### src/rtl/fetch_stage_if.sv
// ============================================================================
// Module   : fetch_stage_if
// Purpose  : Fetch-stage bundle covering the instruction-memory side and the
//            IF/ID side of the fetch stage.
// Revision : 1.0  initial release
// ============================================================================
`default_nettype none

interface fetch_stage_if;
    logic [31:0] pc;
    logic [31:0] instr_code;
    logic        stall;
    logic        jump_taken;
    logic [25:0] jump_index;
    logic        branch_taken;
    logic [15:0] branch_offset;
    logic [31:0] if_id_instr;
    logic [31:0] if_id_pc_plus4;
    logic        if_id_valid;
    logic        halted;
    logic [15:0] fetch_count;

    modport master (
        output pc, if_id_instr, if_id_pc_plus4, if_id_valid, halted, fetch_count,
        input  instr_code, stall, jump_taken, jump_index, branch_taken, branch_offset
    );

    modport slave (
        input  pc, if_id_instr, if_id_pc_plus4, if_id_valid, halted, fetch_count,
        output instr_code, stall, jump_taken, jump_index, branch_taken, branch_offset
    );
endinterface

`default_nettype wire

### src/rtl/fetch_stage.sv
// ============================================================================
// Module   : fetch_stage
// Purpose  : Instruction fetch with IF/ID register, redirect, stall,
//            out-of-range halt and saturating fetch counter.
// Revision : 1.0  initial release
// ============================================================================
`default_nettype none

module fetch_stage #(
    parameter logic [31:0] RESET_PC  = 32'h0000_0000,
    parameter int unsigned MEM_BYTES = 40
) (
    input  wire logic       clk,
    input  wire logic       reset,
    fetch_stage_if.master   fif
);

    localparam logic [31:0] c_last_addr = 32'(MEM_BYTES - 4);

    localparam logic [1:0] c_boot = 2'd0;
    localparam logic [1:0] c_run  = 2'd1;
    localparam logic [1:0] c_halt = 2'd2;

    logic [1:0]  r_state;
    logic [1:0]  w_state_nxt;
    logic [31:0] r_pc;
    logic [31:0] w_pc_nxt;
    logic [31:0] r_instr;
    logic [31:0] w_instr_nxt;
    logic [31:0] r_pc_plus4;
    logic [31:0] w_pc_plus4_nxt;
    logic        r_valid;
    logic        w_valid_nxt;
    logic [15:0] r_count;
    logic [15:0] w_count_nxt;

    logic        w_redirect;
    logic        w_fault;
    logic [31:0] w_jump_target;
    logic [31:0] w_branch_target;

    assign w_redirect      = fif.jump_taken | fif.branch_taken;
    assign w_fault         = !fif.stall && (r_pc > c_last_addr);
    assign w_jump_target   = {r_pc_plus4[31:28], fif.jump_index, 2'b00};
    assign w_branch_target = r_pc_plus4 + {{14{fif.branch_offset[15]}}, fif.branch_offset, 2'b00};

    // State and pipeline registers; active-low reset wins over everything.
    always_ff @(posedge clk) begin
        if (!reset) begin
            r_state    <= c_boot;
            r_pc       <= RESET_PC;
            r_instr    <= 32'd0;
            r_pc_plus4 <= 32'd0;
            r_valid    <= 1'b0;
            r_count    <= 16'd0;
        end else begin
            r_state    <= w_state_nxt;
            r_pc       <= w_pc_nxt;
            r_instr    <= w_instr_nxt;
            r_pc_plus4 <= w_pc_plus4_nxt;
            r_valid    <= w_valid_nxt;
            r_count    <= w_count_nxt;
        end
    end

    always_comb begin
        w_state_nxt = r_state;
        case (r_state)
            c_boot:  w_state_nxt = c_run;
            c_run:   if (!w_redirect && w_fault) w_state_nxt = c_halt;
            c_halt:  w_state_nxt = c_halt;
            default: w_state_nxt = c_boot;
        endcase
    end

    always_comb begin
        w_pc_nxt       = r_pc;
        w_instr_nxt    = r_instr;
        w_pc_plus4_nxt = r_pc_plus4;
        w_valid_nxt    = r_valid;
        w_count_nxt    = r_count;
        case (r_state)
            c_run: begin
                if (w_redirect) begin
                    w_pc_nxt    = fif.jump_taken ? w_jump_target : w_branch_target;
                    w_instr_nxt = 32'd0;
                    w_valid_nxt = 1'b0;
                end else if (w_fault) begin
                    w_instr_nxt = 32'd0;
                    w_valid_nxt = 1'b0;
                end else if (!fif.stall) begin
                    w_instr_nxt    = fif.instr_code;
                    w_pc_plus4_nxt = r_pc + 32'd4;
                    w_pc_nxt       = r_pc + 32'd4;
                    w_valid_nxt    = 1'b1;
                    w_count_nxt    = (r_count == 16'hFFFF) ? r_count : r_count + 16'd1;
                end
            end
            default: w_valid_nxt = 1'b0;
        endcase
    end

    assign fif.pc             = r_pc;
    assign fif.if_id_instr    = r_instr;
    assign fif.if_id_pc_plus4 = r_pc_plus4;
    assign fif.if_id_valid    = r_valid;
    assign fif.halted         = (r_state == c_halt);
    assign fif.fetch_count    = r_count;

endmodule

`default_nettype wire

### src/flat_wrapper.sv
// flat-port wrapper written by rule: the top's interface ports become plain ports
module fetch_stage_flat 
#(
    parameter logic [31:0] RESET_PC  = 32'h0000_0000,
    parameter int unsigned MEM_BYTES = 40
)
  (clk, reset, fif_pc, fif_if_id_instr, fif_if_id_pc_plus4, fif_if_id_valid, fif_halted, fif_fetch_count, fif_instr_code, fif_stall, fif_jump_taken, fif_jump_index, fif_branch_taken, fif_branch_offset);
  fetch_stage_if fif_i ();
  input  wire logic clk;
  input  wire logic reset;
  output wire logic [$bits(fif_i.pc)-1:0] fif_pc;
  output wire logic [$bits(fif_i.if_id_instr)-1:0] fif_if_id_instr;
  output wire logic [$bits(fif_i.if_id_pc_plus4)-1:0] fif_if_id_pc_plus4;
  output wire logic [$bits(fif_i.if_id_valid)-1:0] fif_if_id_valid;
  output wire logic [$bits(fif_i.halted)-1:0] fif_halted;
  output wire logic [$bits(fif_i.fetch_count)-1:0] fif_fetch_count;
  input wire logic [$bits(fif_i.instr_code)-1:0] fif_instr_code;
  input wire logic [$bits(fif_i.stall)-1:0] fif_stall;
  input wire logic [$bits(fif_i.jump_taken)-1:0] fif_jump_taken;
  input wire logic [$bits(fif_i.jump_index)-1:0] fif_jump_index;
  input wire logic [$bits(fif_i.branch_taken)-1:0] fif_branch_taken;
  input wire logic [$bits(fif_i.branch_offset)-1:0] fif_branch_offset;
  assign fif_pc = fif_i.pc;
  assign fif_if_id_instr = fif_i.if_id_instr;
  assign fif_if_id_pc_plus4 = fif_i.if_id_pc_plus4;
  assign fif_if_id_valid = fif_i.if_id_valid;
  assign fif_halted = fif_i.halted;
  assign fif_fetch_count = fif_i.fetch_count;
  assign fif_i.instr_code = fif_instr_code;
  assign fif_i.stall = fif_stall;
  assign fif_i.jump_taken = fif_jump_taken;
  assign fif_i.jump_index = fif_jump_index;
  assign fif_i.branch_taken = fif_branch_taken;
  assign fif_i.branch_offset = fif_branch_offset;
  fetch_stage #(.RESET_PC(RESET_PC), .MEM_BYTES(MEM_BYTES)) u_core (.clk(clk), .reset(reset), .fif(fif_i));
endmodule
### config.mk
export PLATFORM = sky130hd
export DESIGN_NAME = fetch_stage_flat
export DESIGN_NICKNAME = d
export VERILOG_FILES = /design/src/rtl/fetch_stage_if.sv /design/src/rtl/fetch_stage.sv /design/src/flat_wrapper.sv
export SDC_FILE = /design/constraint.sdc
export NUM_CORES = 1
export LEC_CHECK = 0
export ABC_AREA = 1
export CAP_MARGIN = 5
export CORE_MARGIN = 2
export CORE_UTILIZATION = 30
export CTS_BUF_LIST = sky130_fd_sc_hd__clkbuf_2
export CTS_CLUSTER_SIZE = 28
export DETAILED_ROUTE_END_ITERATION = 8
export GPL_TIMING_DRIVEN = 1
export REMOVE_ABC_BUFFERS = 1
export SLEW_MARGIN = 0
export SYNTH_ARGS = -nofsm -noshare
export SYNTH_HDL_FRONTEND = slang
export SYNTH_SLANG_ARGS = --single-unit
### constraint.sdc
create_clock -name clk -period 4.2 [get_ports clk]
set_input_delay 0.42 -clock clk [delete_from_list [all_inputs] [get_ports clk]]
set_output_delay 0.42 -clock clk [all_outputs]
set_load 0.05 [all_outputs]
==> results of run 1 <==
[registers in the layout (all words and copies together) (netlist names)]
register                   flops
u_core.fif.if_id_pc_plus4     32
u_core.fif.fetch_count        16
u_core.r_state                 2
u_core.fif.if_id_instr        32
u_core.fif.pc                 32
u_core.fif.if_id_valid         1
[where the power goes]
part | internal (W) | total (W) | switching (W)
registers | 0.00130 | 0.00153 | 0.000224
logic | 0.000664 | 0.00204 | 0.00138
clock network | 0.000399 | 0.000912 | 0.000513
[synthesized netlist by cell type, drive strengths merged (2+ instances only)]
| master | n | area share (%) |
|---|---|---|
| clkinv | 2 | 0.099 |
| inv | 154 | 7.6 |
| o21bai | 6 | 0.59 |
| or2 | 9 | 0.74 |
| o21ai | 76 | 5.0 |
| dfxtp | 115 | 30 |
| nand3b | 6 | 0.59 |
| nand2 | 391 | 19 |
| xnor2 | 12 | 1.4 |
| nor4 | 2 | 0.16 |
| buf | 8 | 0.67 |
| nor2 | 131 | 6.5 |
| ha | 36 | 5.9 |
| a31oi | 2 | 0.16 |
| nand4 | 15 | 1.2 |
| nor3 | 14 | 0.99 |
| xor2 | 11 | 1.3 |
| a21oi | 111 | 7.4 |
| o211ai | 6 | 0.59 |
| nand3 | 101 | 6.9 |
| clkbuf | 34 | 1.7 |
[worst paths after layout]
kind | startpoint | to | slack [ns] | depth (start not counted)
max | u_core.fif.pc[2] | u_core.fif.pc[27] | 1.49 | 14
min | fif_instr_code[22] | u_core.fif.if_id_instr[22] | 0.17 | 3
max reg2reg | u_core.fif.pc[2] | u_core.fif.pc[27] | 1.49 | 14
min reg2reg | u_core.fif.if_id_pc_plus4[11] | u_core.fif.if_id_pc_plus4[11] | 0.47 | 2
[metal layers]
layer | track usage (%) | part of all wire (%)
met5 | 0 | 0.045
met4 | 4.907 | 1.7
met1 | 26.33 | 45
met2 | 31.99 | 44
met3 | 7.339 | 9.9
[per-stage QoR]
step | total power (W) | area [µm²] | std cells | hold WS, ns
global placement | 0.003579 | 9847 | 1740 | 0.4454
global route | 0.004762 | 10130 | 1773 | 0.09754
CTS | 0.004521 | 10130 | 1772 | 0.1150
detailed placement | 0.003593 | 9847 | 1740 | 0.4515
finish | 0.004481 | 10140 | 1774 | 0.1731
floorplan | 0.002821 | 7430 | 1207 | 0.4734
[cells by family (layout without fill, tap and decap cells)]
group	count (synthesis)	count (layout)	synth area share (%)
fa+ha+maj	37	37	6.183
flops	115	115	30.26
xor+xnor	23	23	2.648
compound gates	206	206	14.37
buf+inv	198	391	10.05
simple gates	670	670	36.49
other cells	0	2	0
[cell type report]
cell class / instances / area [µm²]
fill: 2715 / 14900
multi-input combinational: 936 / 4542
sequential: 115 / 2302
timing repair buffer: 203 / 2004
inverter: 156 / 585.6
tap: 330 / 412.9
clock inverter: 15 / 200.2
clock buffer: 17 / 85.08
antenna: 2 / 5.005
[worst register-to-register path, stage by stage (launching register included)]
cell and delay, ns:
sky130_fd_sc_hd__dfxtp_1 0.40, sky130_fd_sc_hd__inv_1 0.13, sky130_fd_sc_hd__ha_1 0.16, sky130_fd_sc_hd__inv_1 0.04, sky130_fd_sc_hd__nand2_1 0.05, sky130_fd_sc_hd__nand2_1 0.05
sky130_fd_sc_hd__a21oi_1 0.15, sky130_fd_sc_hd__nand3_2 0.14, sky130_fd_sc_hd__nand3_1 0.12, sky130_fd_sc_hd__nand2_1 0.06, sky130_fd_sc_hd__buf_4 0.21, sky130_fd_sc_hd__inv_1 0.62
sky130_fd_sc_hd__buf_4 0.30, sky130_fd_sc_hd__o21ai_0 0.10, sky130_fd_sc_hd__a21oi_1 0.14
==> results.md, run 1 <==
* Outcome: completed
* Critical path type: reg2reg
* Die X at 163.3 µm
* Fraction of registers with async set/reset at 0%
* First-pass GRT wire length at 42510 µm
* Number of hold buffers added after cts at 0
* Number of global-route vias before repair at 8110
* Post-synthesis cell type count at 37
* Maximum clock frequency at 369.0 MHz
* Type of origin of the critical path: flop
* TritonCTS Buffers at 17
* Hpwl dp at 20200 µm
* Row Count at 58
* Most common cell after layout, fill and taps aside: sky130_fd_sc_hd__nand2_1
* Crit-path leading delay family: buffers and inverters
* Mean number of vias per cell at 4.780
* Clock slew seen by the registers of the worst setup and hold paths at 0.25 ns
* Cell leakage power at 4.381 nW
* Peak supply drop at 0.3395 mV
* # clock sinks at 115
* RSZ-0062 raised after global routing: no
* Gp weighted congestion at 0.8872
* GRT Total Usage at 20.29%
* Count of endpoints failing hold in the final timing report at 0
* Count of synthesis-stage warnings from yosys at 0
* Share of the clock period used by the worst path after layout at 64.53%
* Htree depth at 4
* Instance count of the mapped netlist at 1249
* P&R area growth vs syn at 33.23%
* Routed via count at 8480
* Crit path cell chain: inv_1 > ha_1 > inv_1 > nand2_1 > nand2_1 > a21oi_1 > nand3_2 > nand3_1 > nand2_1 > buf_4 > inv_1 > buf_4 > o21ai_0 > a21oi_1
* Height of the chip at 163.3 µm
* Seq cells post-synth at 115
* CP Buf/Inv Count at 5
* Placeable core region at 25040 µm²
* Number of enable flip-flop cells after synthesis at 0
* Maximum buffer depth of the clock tree at 2
* Average footprint of a synthesized cell at 6.092 µm²
* Detailed-route DRC error count at 0
* Power density cells at 442.1 nW/µm²
* Count of input and output buffers at 192
* Initial antenna violation count at 4
* Area of the die at 26650 µm²
* Most used cells in the layout excluding fill and tap cells: sky130_fd_sc_hd__nand2_1, sky130_fd_sc_hd__clkdlybuf4s50_1, sky130_fd_sc_hd__inv_1, sky130_fd_sc_hd__nor2_1, sky130_fd_sc_hd__dfxtp_1
* Worst setup slack after layout at 1.490 ns
* Global route total overflow at 0
* Crit-path max FO at 26
* Top FF cell, synth: sky130_fd_sc_hd__dfxtp_1
* Worst setup timing slack at the placement stage at 0.9896 ns
* Path type of the worst min-delay path: in2reg
* Worst slew margin relative to its limit at 46.60%
* Nets@finish at 1545
* Slowest CP cell: sky130_fd_sc_hd__inv_1
* Worst-Skew Late Latency at 0.76 ns
* Worst EP arrival at 3.38 ns
* Layout Skew at 0.04449 ns
* Post-route minimum period at 2.710 ns
* Worst slew pin tran at 0.8001 ns
* Clock Tree Root: sky130_fd_sc_hd__clkbuf_2
* Max stage delay on crit path at 0.62 ns
* Detailed-route wire length per cell at 14.99 µm
* Endpoint type of the worst setup path: flop
* Number of gates resized after CTS at 0
* Router iterations before antenna repair at 5
* Clock tree from TritonCTS: built
* Ratio of cells with drive above 1 in the final layout at 4.092%
* Detailed Route WL at 26590 µm
* Post-synthesis instance area at 7609 µm²
* Max-capacitance violation count at 0
* Sequential-to-total area share from yosys stat at 30.26%
* Starting utilization of the core area at 30.39%
* TNS Setup at 0 ns
* Setup violators final at 0
* IO Count at 193
* Post-CTS Repair Setup Buffers at 0
* Iteration-0 DRC count of the detailed router at 567
* Final slew viol count at 0
* DRT antenna net count at 0
* Largest net degree at the start of global routing at 65
* Worst path required time at 4.87 ns
* Post-layout utilization of the core at 40.49%
Note: power is estimated with default switching activity, not from simulation.
==> run 2: changes to the inputs <==
==> constraint.sdc (replaced) <==
create_clock -name clk -period 2.6 [get_ports clk]
set_input_delay 0.26 -clock clk [delete_from_list [all_inputs] [get_ports clk]]
set_output_delay 0.26 -clock clk [all_outputs]
set_load 0.05 [all_outputs]
==> results.md, run 2 (synthesized netlist as in run 1, its figures left out) <==
* Type of origin of the critical path: flop (unchanged)
* Mean number of vias per cell at 4.745 (was 4.780)
* First-pass GRT wire length at 42930 µm (was 42510 µm)
* Proportion of total power due to net switching at 50.03% (was 47.19%)
* Clock tree from TritonCTS: built (unchanged)
* Maximum clock frequency at 412.3 MHz
* Layout Skew at 0.04887 ns (was 0.04449 ns)
* Ratio of cells with drive above 1 in the final layout at 4.929% (was 4.092%)
* Most used cells in the layout excluding fill and tap cells: sky130_fd_sc_hd__nand2_1, sky130_fd_sc_hd__clkdlybuf4s50_1, sky130_fd_sc_hd__inv_1, sky130_fd_sc_hd__nor2_1, sky130_fd_sc_hd__dfxtp_1 (unchanged)
* Htree depth at 4 (unchanged)
* Final Instance Count excl. Fillers at 1813 (was 1774)
* TNS Setup at 0 ns (unchanged)
* Seq pwr share at 34.7% (was 34.1%)
* Crit-path leading delay family: buffers and inverters (unchanged)
* GRT Total Usage at 20.28% (was 20.29%)
* Maximum buffer depth of the clock tree at 2 (unchanged)
* Clock Tree Root: sky130_fd_sc_hd__clkbuf_2 (unchanged)
* IO Count at 193 (unchanged)
* Nets@finish at 1584 (was 1545)
* Worst EP arrival at 2.17 ns (was 3.38 ns)
* Largest net degree at the start of global routing at 65 (unchanged)
* Routed via count at 8603 (was 8480)
* # clock sinks at 115 (unchanged)
* Area of the die at 26650 µm² (unchanged)
* Worst path required time at 2.34 ns (was 4.87 ns)
* Endpoint type of the worst setup path: output pin (was flop)
* Worst slew pin tran at 0.5701 ns (was 0.8001 ns)
* Internal cell power at 0.003553 W (was 0.002367 W)
* Crit path cell chain: clkdlybuf4s50_1 (was inv_1 > ha_1 > inv_1 > nand2_1 > nand2_1 > a21oi_1 > nand3_2 > nand3_1 > nand2_1 > buf_4 > inv_1 > buf_4 > o21ai_0 > a21oi_1)
* Power density cells at 677.8 nW/µm² (was 442.1 nW/µm²)
* Switching power at 0.003558 W (was 0.002115 W)
* Path type of the worst min-delay path: in2reg (unchanged)
* Max-capacitance violation count at 0 (unchanged)
* Worst-Skew Late Latency at 0.75 ns (was 0.76 ns)
* RSZ-0062 raised after global routing: no (unchanged)
* Iteration-0 DRC count of the detailed router at 494 (was 567)
* Number of global-route vias before repair at 8320 (was 8110)
* Critical path type: reg2out (was reg2reg)
* Count of input and output buffers at 192 (unchanged)
* Max stage delay on crit path at 0.87 ns (was 0.62 ns)
* Hold Path Depth at 3 (unchanged)
* Crit-path max FO at 8 (was 26)
* Worst slew margin relative to its limit at 61.87% (was 46.60%)
* Number of placed cells counting well taps at 1753 (was 1740)
* Placeable core region at 25040 µm² (unchanged)
* TritonCTS Buffers at 17 (unchanged)
* Setup violators final at 0 (unchanged)
* Most common cell after layout, fill and taps aside: sky130_fd_sc_hd__nand2_1 (unchanged)
* CP Buf/Inv Count at 1 (was 5)
* Final slew viol count at 0 (unchanged)
* Global route total overflow at 0 (unchanged)
* Hpwl dp at 20310 µm (was 20200 µm)
* Number of stages on the worst setup path at 1 (was 14)
* Cell leakage power at 4.536 nW (was 4.381 nW)
* Initial antenna violation count at 2 (was 4)
* Detailed Route WL at 26780 µm (was 26590 µm)
* DRT antenna net count at 0 (unchanged)
* Height of the chip at 163.3 µm (unchanged)
* Row Count at 58 (unchanged)
* Post-route minimum period at 2.425 ns
* Outcome: completed (unchanged)
* Slowest CP cell: sky130_fd_sc_hd__clkdlybuf4s50_1 (was sky130_fd_sc_hd__inv_1)
* Starting utilization of the core area at 30.39% (unchanged)
* Worst r2r path cells at 11 (was 14)
* Gp weighted congestion at 0.8908 (was 0.8872)
* Clk pwr share at 17.8% (was 20.3%)
* Detailed-route DRC error count at 0 (unchanged)
* Combinational cell fraction of total power at 47.5% (was 45.6%)
* Share of the clock period used by the worst path after layout at 93.28%
* Count of endpoints failing hold in the final timing report at 0 (unchanged)
* Peak supply drop at 0.6371 mV (was 0.3395 mV)
* Clock slew seen by the registers of the worst setup and hold paths at 0.23 ns (was 0.25 ns)
* P&R area growth vs syn at 37.89% (was 33.23%)
* Die X at 163.3 µm (unchanged)
* Router iterations before antenna repair at 5 (unchanged)
* Number of gates resized after CTS at 0 (unchanged)
* Detailed-route wire length per cell at 14.77 µm (was 14.99 µm)
==> run 2: what timing repair did <==
action | in CTS | in global routing
buffers inserted | 0 | 0
setup endpoints to repair | 0 | 0
hold endpoints to repair | 25 | 1
hold buffers | 25 | 1
==> run 2: final cells by class <==
class,count,area (µm²)
clock inverters,15,158.9
inverters,156,585.6
diodes,2,5.005
clock buffers,17,85.08
flip-flops and latches,115,2302
well taps,330,412.9
fillers,2683,14550
repair buffers,242,2400
multi-input cells,936,4542
==> run 2: path summary, 6_finish.rpt <==
kind / slack (ns) / endpoint / from
setup / recovery: 0.17 / fif_pc[18] / u_core.fif.pc[18]
hold / removal: 0.07 / u_core.fif.if_id_instr[3] / fif_instr_code[3]
setup reg to reg: 0.39 / u_core.fif.fetch_count[10] / u_core.fif.pc[5]
hold reg to reg: 0.48 / u_core.fif.if_id_pc_plus4[7] / u_core.fif.if_id_pc_plus4[7]
==> run 2: power groups by stage <==
stage / clock (W) / combinational, W / sequential [W]
global route: 0.00139 / 0.00364 / 0.00252
finish: 0.00127 / 0.00338 / 0.00246
CTS: 0.00133 / 0.00340 / 0.00247
detailed placement: 0 / 0.00335 / 0.00250
floorplan: 0 / 0.00103 / 0.00352
global placement: 0 / 0.00333 / 0.00250
==> run 2: per-layer routing <==
metal	wire length [µm]	vias up	global-route usage, %
met5	0	-	0
met4	382	0	4.907
met3	2664	25	6.958
met2	12020	276	32.93
met1	11710	3847	25.77
li1	-	4455	-
==> run 2: stage by stage <==
step	utilization, %	hold slack (ns)	cell area [µm²]	power (W)	worst slack [ns]
4_1_cts	41.84	0.002624	10480	0.007195	0.1065
5_1_grt	41.88	0.01240	10490	0.007554	0.06318
6_report	41.90	0.06618	10490	0.007111	0.1748
2_1_floorplan	-	0.3957	7430	0.004557	-0.6684
3_3_place_gp	39.87	0.4467	9982	0.005830	0.08964
3_5_place_dp	39.87	0.4553	9982	0.005853	0.1006
==> run 3: changes to the inputs <==
--- a/config.mk
+++ b/config.mk
@@ -12,7 +12,6 @@
 export CTS_BUF_LIST = sky130_fd_sc_hd__clkbuf_2
 export CTS_CLUSTER_SIZE = 28
 export DETAILED_ROUTE_END_ITERATION = 8
-export GPL_TIMING_DRIVEN = 1
 export REMOVE_ABC_BUFFERS = 1
 export SLEW_MARGIN = 0
 export SYNTH_ARGS = -nofsm -noshare
==> constraint.sdc (replaced) <==
create_clock -name clk -period 2.75 [get_ports clk]
set_input_delay 0.275 -clock clk [delete_from_list [all_inputs] [get_ports clk]]
set_output_delay 0.275 -clock clk [all_outputs]
set_load 0.05 [all_outputs]
==> results.md, run 3 (synthesized netlist as in run 1, its figures left out) <==
* GRT Total Usage at 20.20% (was 20.28%)
* Placeable core region at 25040 µm² (unchanged)
* Global route total overflow at 0 (unchanged)
* Launch point of the critical path: u_core.fif.pc[18] (unchanged)
* Ratio of cells with drive above 1 in the final layout at 5.054% (was 4.929%)
* End of the worst register-to-register path: u_core.fif.pc[26] (was u_core.fif.fetch_count[10])
* Most used cells in the layout excluding fill and tap cells: sky130_fd_sc_hd__nand2_1, sky130_fd_sc_hd__clkdlybuf4s50_1, sky130_fd_sc_hd__inv_1, sky130_fd_sc_hd__nor2_1, sky130_fd_sc_hd__dfxtp_1 (unchanged)
* Type of origin of the critical path: flop (unchanged)
* Clock slew seen by the registers of the worst setup and hold paths at 0.24 ns (was 0.23 ns)
* Router iterations before antenna repair at 6 (was 5)
* Routed via count at 8724 (was 8603)
* Placed instance area at 9985 µm² (was 9982 µm²)
* Worst EP arrival at 2.17 ns (about the same)
* Fillcell total at 2661 (was 2683)
* Die X at 163.3 µm (unchanged)
* Outcome: completed (unchanged)
* DRT antenna net count at 0 (unchanged)
* Htree depth at 4 (unchanged)
* Final slew viol count at 0 (unchanged)
* Maximum clock frequency at 409.0 MHz
* Final Instance Count excl. Fillers at 1816 (was 1813)
* CP Buf/Inv Count at 1 (unchanged)
* Clock tree from TritonCTS: built (unchanged)
* Row Count at 58 (unchanged)
* Worst path required time at 2.48 ns (was 2.34 ns)
* TritonCTS Buffers at 17 (unchanged)
* Worst reg2reg path startpoint: u_core.fif.pc[2] (was u_core.fif.pc[5])
* Initial antenna violation count at 3 (was 2)
* Crit-path max FO at 8 (unchanged)
* Path type of the worst min-delay path: in2reg (unchanged)
* Peak supply drop at 0.5279 mV (was 0.6371 mV)
* Count of input and output buffers at 192 (unchanged)
* Hpwl dp at 20440 µm (was 20310 µm)
* Number of global-route vias before repair at 8148 (was 8320)
* Crit-path leading delay family: buffers and inverters (unchanged)
* Post-route minimum period at 2.445 ns
* Number of stages on the worst setup path at 1 (unchanged)
* Endpoint type of the worst setup path: output pin (unchanged)
* Power density cells at 649.7 nW/µm² (was 677.8 nW/µm²)
* Mean number of vias per cell at 4.804 (was 4.745)
* Detailed-route DRC error count at 0 (unchanged)
* Design Area, Final at 10530 µm² (was 10490 µm²)
* Share of the clock period used by the worst path after layout at 88.91%
* Height of the chip at 163.3 µm (unchanged)
* Clock Tree Root: sky130_fd_sc_hd__clkbuf_2 (unchanged)
* Crit path cell chain: clkdlybuf4s50_1 (unchanged)
* Detailed-route wire length per cell at 14.67 µm (was 14.77 µm)
* Detailed Route WL at 26640 µm (was 26780 µm)
* # clock sinks at 115 (unchanged)
* Starting utilization of the core area at 30.39% (unchanged)
* CP Capture Point: fif_pc[18] (unchanged)
* P&R area growth vs syn at 38.42% (was 37.89%)
* Cell leakage power at 4.560 nW (was 4.536 nW)
* Layout Skew at 0.05197 ns (was 0.04887 ns)
* Max-capacitance violation count at 0 (unchanged)
* Worst r2r path cells at 13 (was 11)
* Largest net degree at the start of global routing at 65 (unchanged)
* Most common cell after layout, fill and taps aside: sky130_fd_sc_hd__nand2_1 (unchanged)
* Post-layout utilization of the core at 42.06% (was 41.90%)
* Max stage delay on crit path at 0.87 ns (about the same)
* Post-CTS Repair Setup Buffers at 0 (unchanged)
* Slowest CP cell: sky130_fd_sc_hd__clkdlybuf4s50_1 (unchanged)
* Register-to-Register Setup Slack at 0.48 ns (was 0.39 ns)
* Worst slew margin relative to its limit at 61.23% (was 61.87%)
* Worst slack on hold paths at 0.08233 ns (was 0.06618 ns)
* IO Count at 193 (unchanged)
* Nets@finish at 1587 (was 1584)
* Count of endpoints failing hold in the final timing report at 0 (unchanged)
* RSZ-0062 raised after global routing: no (unchanged)
* Worst-Skew Late Latency at 0.74 ns (was 0.75 ns)
* Area of the die at 26650 µm² (unchanged)
* Iteration-0 DRC count of the detailed router at 583 (was 494)
* First-pass GRT wire length at 42490 µm (was 42930 µm)
* Number of placed cells counting well taps at 1755 (was 1753)
* Setup violators final at 0 (unchanged)
* Worst slew pin tran at 0.5798 ns (was 0.5701 ns)
* Gp weighted congestion at 0.9434 (was 0.8908)
* Critical path type: reg2out (unchanged)
* Maximum buffer depth of the clock tree at 2 (unchanged)
run 3: changes by cell type in the layout (fill, tap and decap cells not counted), sizes merged:
cell	before	now
dlygate4sd3	26	27
buf	24	26
bufinv	0	2
clkinv	5	3
run 3: power breakdown:
part           switching, W  internal [W]
combinational       0.00212       0.00106
clock              0.000866      0.000465
sequential         0.000344       0.00199
run 3: cell type report:
class,instances,area [µm²],share of cell area (%)
Antenna cell,2,5.005,0.04752
Clock buffer,17,85.08,0.8079
Clock inverter,15,186.4,1.770
Inverter,156,585.6,5.560
Multi-Input combinational cell,936,4542,43.13
Sequential cell,115,2302,21.86
Tap cell,330,412.9,3.921
Timing Repair Buffer,245,2412,22.91
run 3: worst min-delay path by stage:
stage	start	endpoint	slack, ns	depth (start not counted)
floorplan	reset	u_core.fif.pc[4]	0.41	2
global placement	u_core.fif.if_id_pc_plus4[24]	u_core.fif.if_id_pc_plus4[24]	0.44	2
detailed placement	u_core.fif.if_id_pc_plus4[16]	u_core.fif.if_id_pc_plus4[16]	0.45	2
CTS	fif_instr_code[8]	u_core.fif.if_id_instr[8]	0.0005	3
global route	fif_instr_code[8]	u_core.fif.if_id_instr[8]	0.005	3
finish	fif_instr_code[8]	u_core.fif.if_id_instr[8]	0.08	3
run 3: what timing repair did:
item	4_1_cts	5_1_grt
endpoints found under the setup margin	0	0
hold buffers	25	2
endpoints found under the hold margin	25	2
gates resized for setup	0	0
run 3: routing by layer:
layer	GRT usage (%)	vias up	wire, µm
met3	7.466	29	2623
met1	25.07	3939	11580
met2	32.68	291	11930
met4	5.873	2	496
met5	0	-	13
li1	-	4463	-
run 3: through the flow:
step / power [W] / setup slack (ns) / setup TNS [ns]
2_1_floorplan: 0.004309 / -0.5334 / -13.57
3_3_place_gp: 0.005487 / 0.04140 / 0
3_5_place_dp: 0.005504 / 0.1011 / 0
4_1_cts: 0.006901 / 0.2499 / 0
5_1_grt: 0.007264 / 0.1561 / 0
6_report: 0.006842 / 0.3050 / 0
run 3: worst register-to-register path: cells and delay by family, from the launching register on:
family | cells | cell delay (ns)
AND/OR/NAND/NOR | 5 | 0.57
adder cells (fa/ha/maj) | 1 | 0.17
flip-flops | 1 | 0.42
buffers and inverters | 4 | 0.61
AO/OA/AOI/OAI | 3 | 0.44
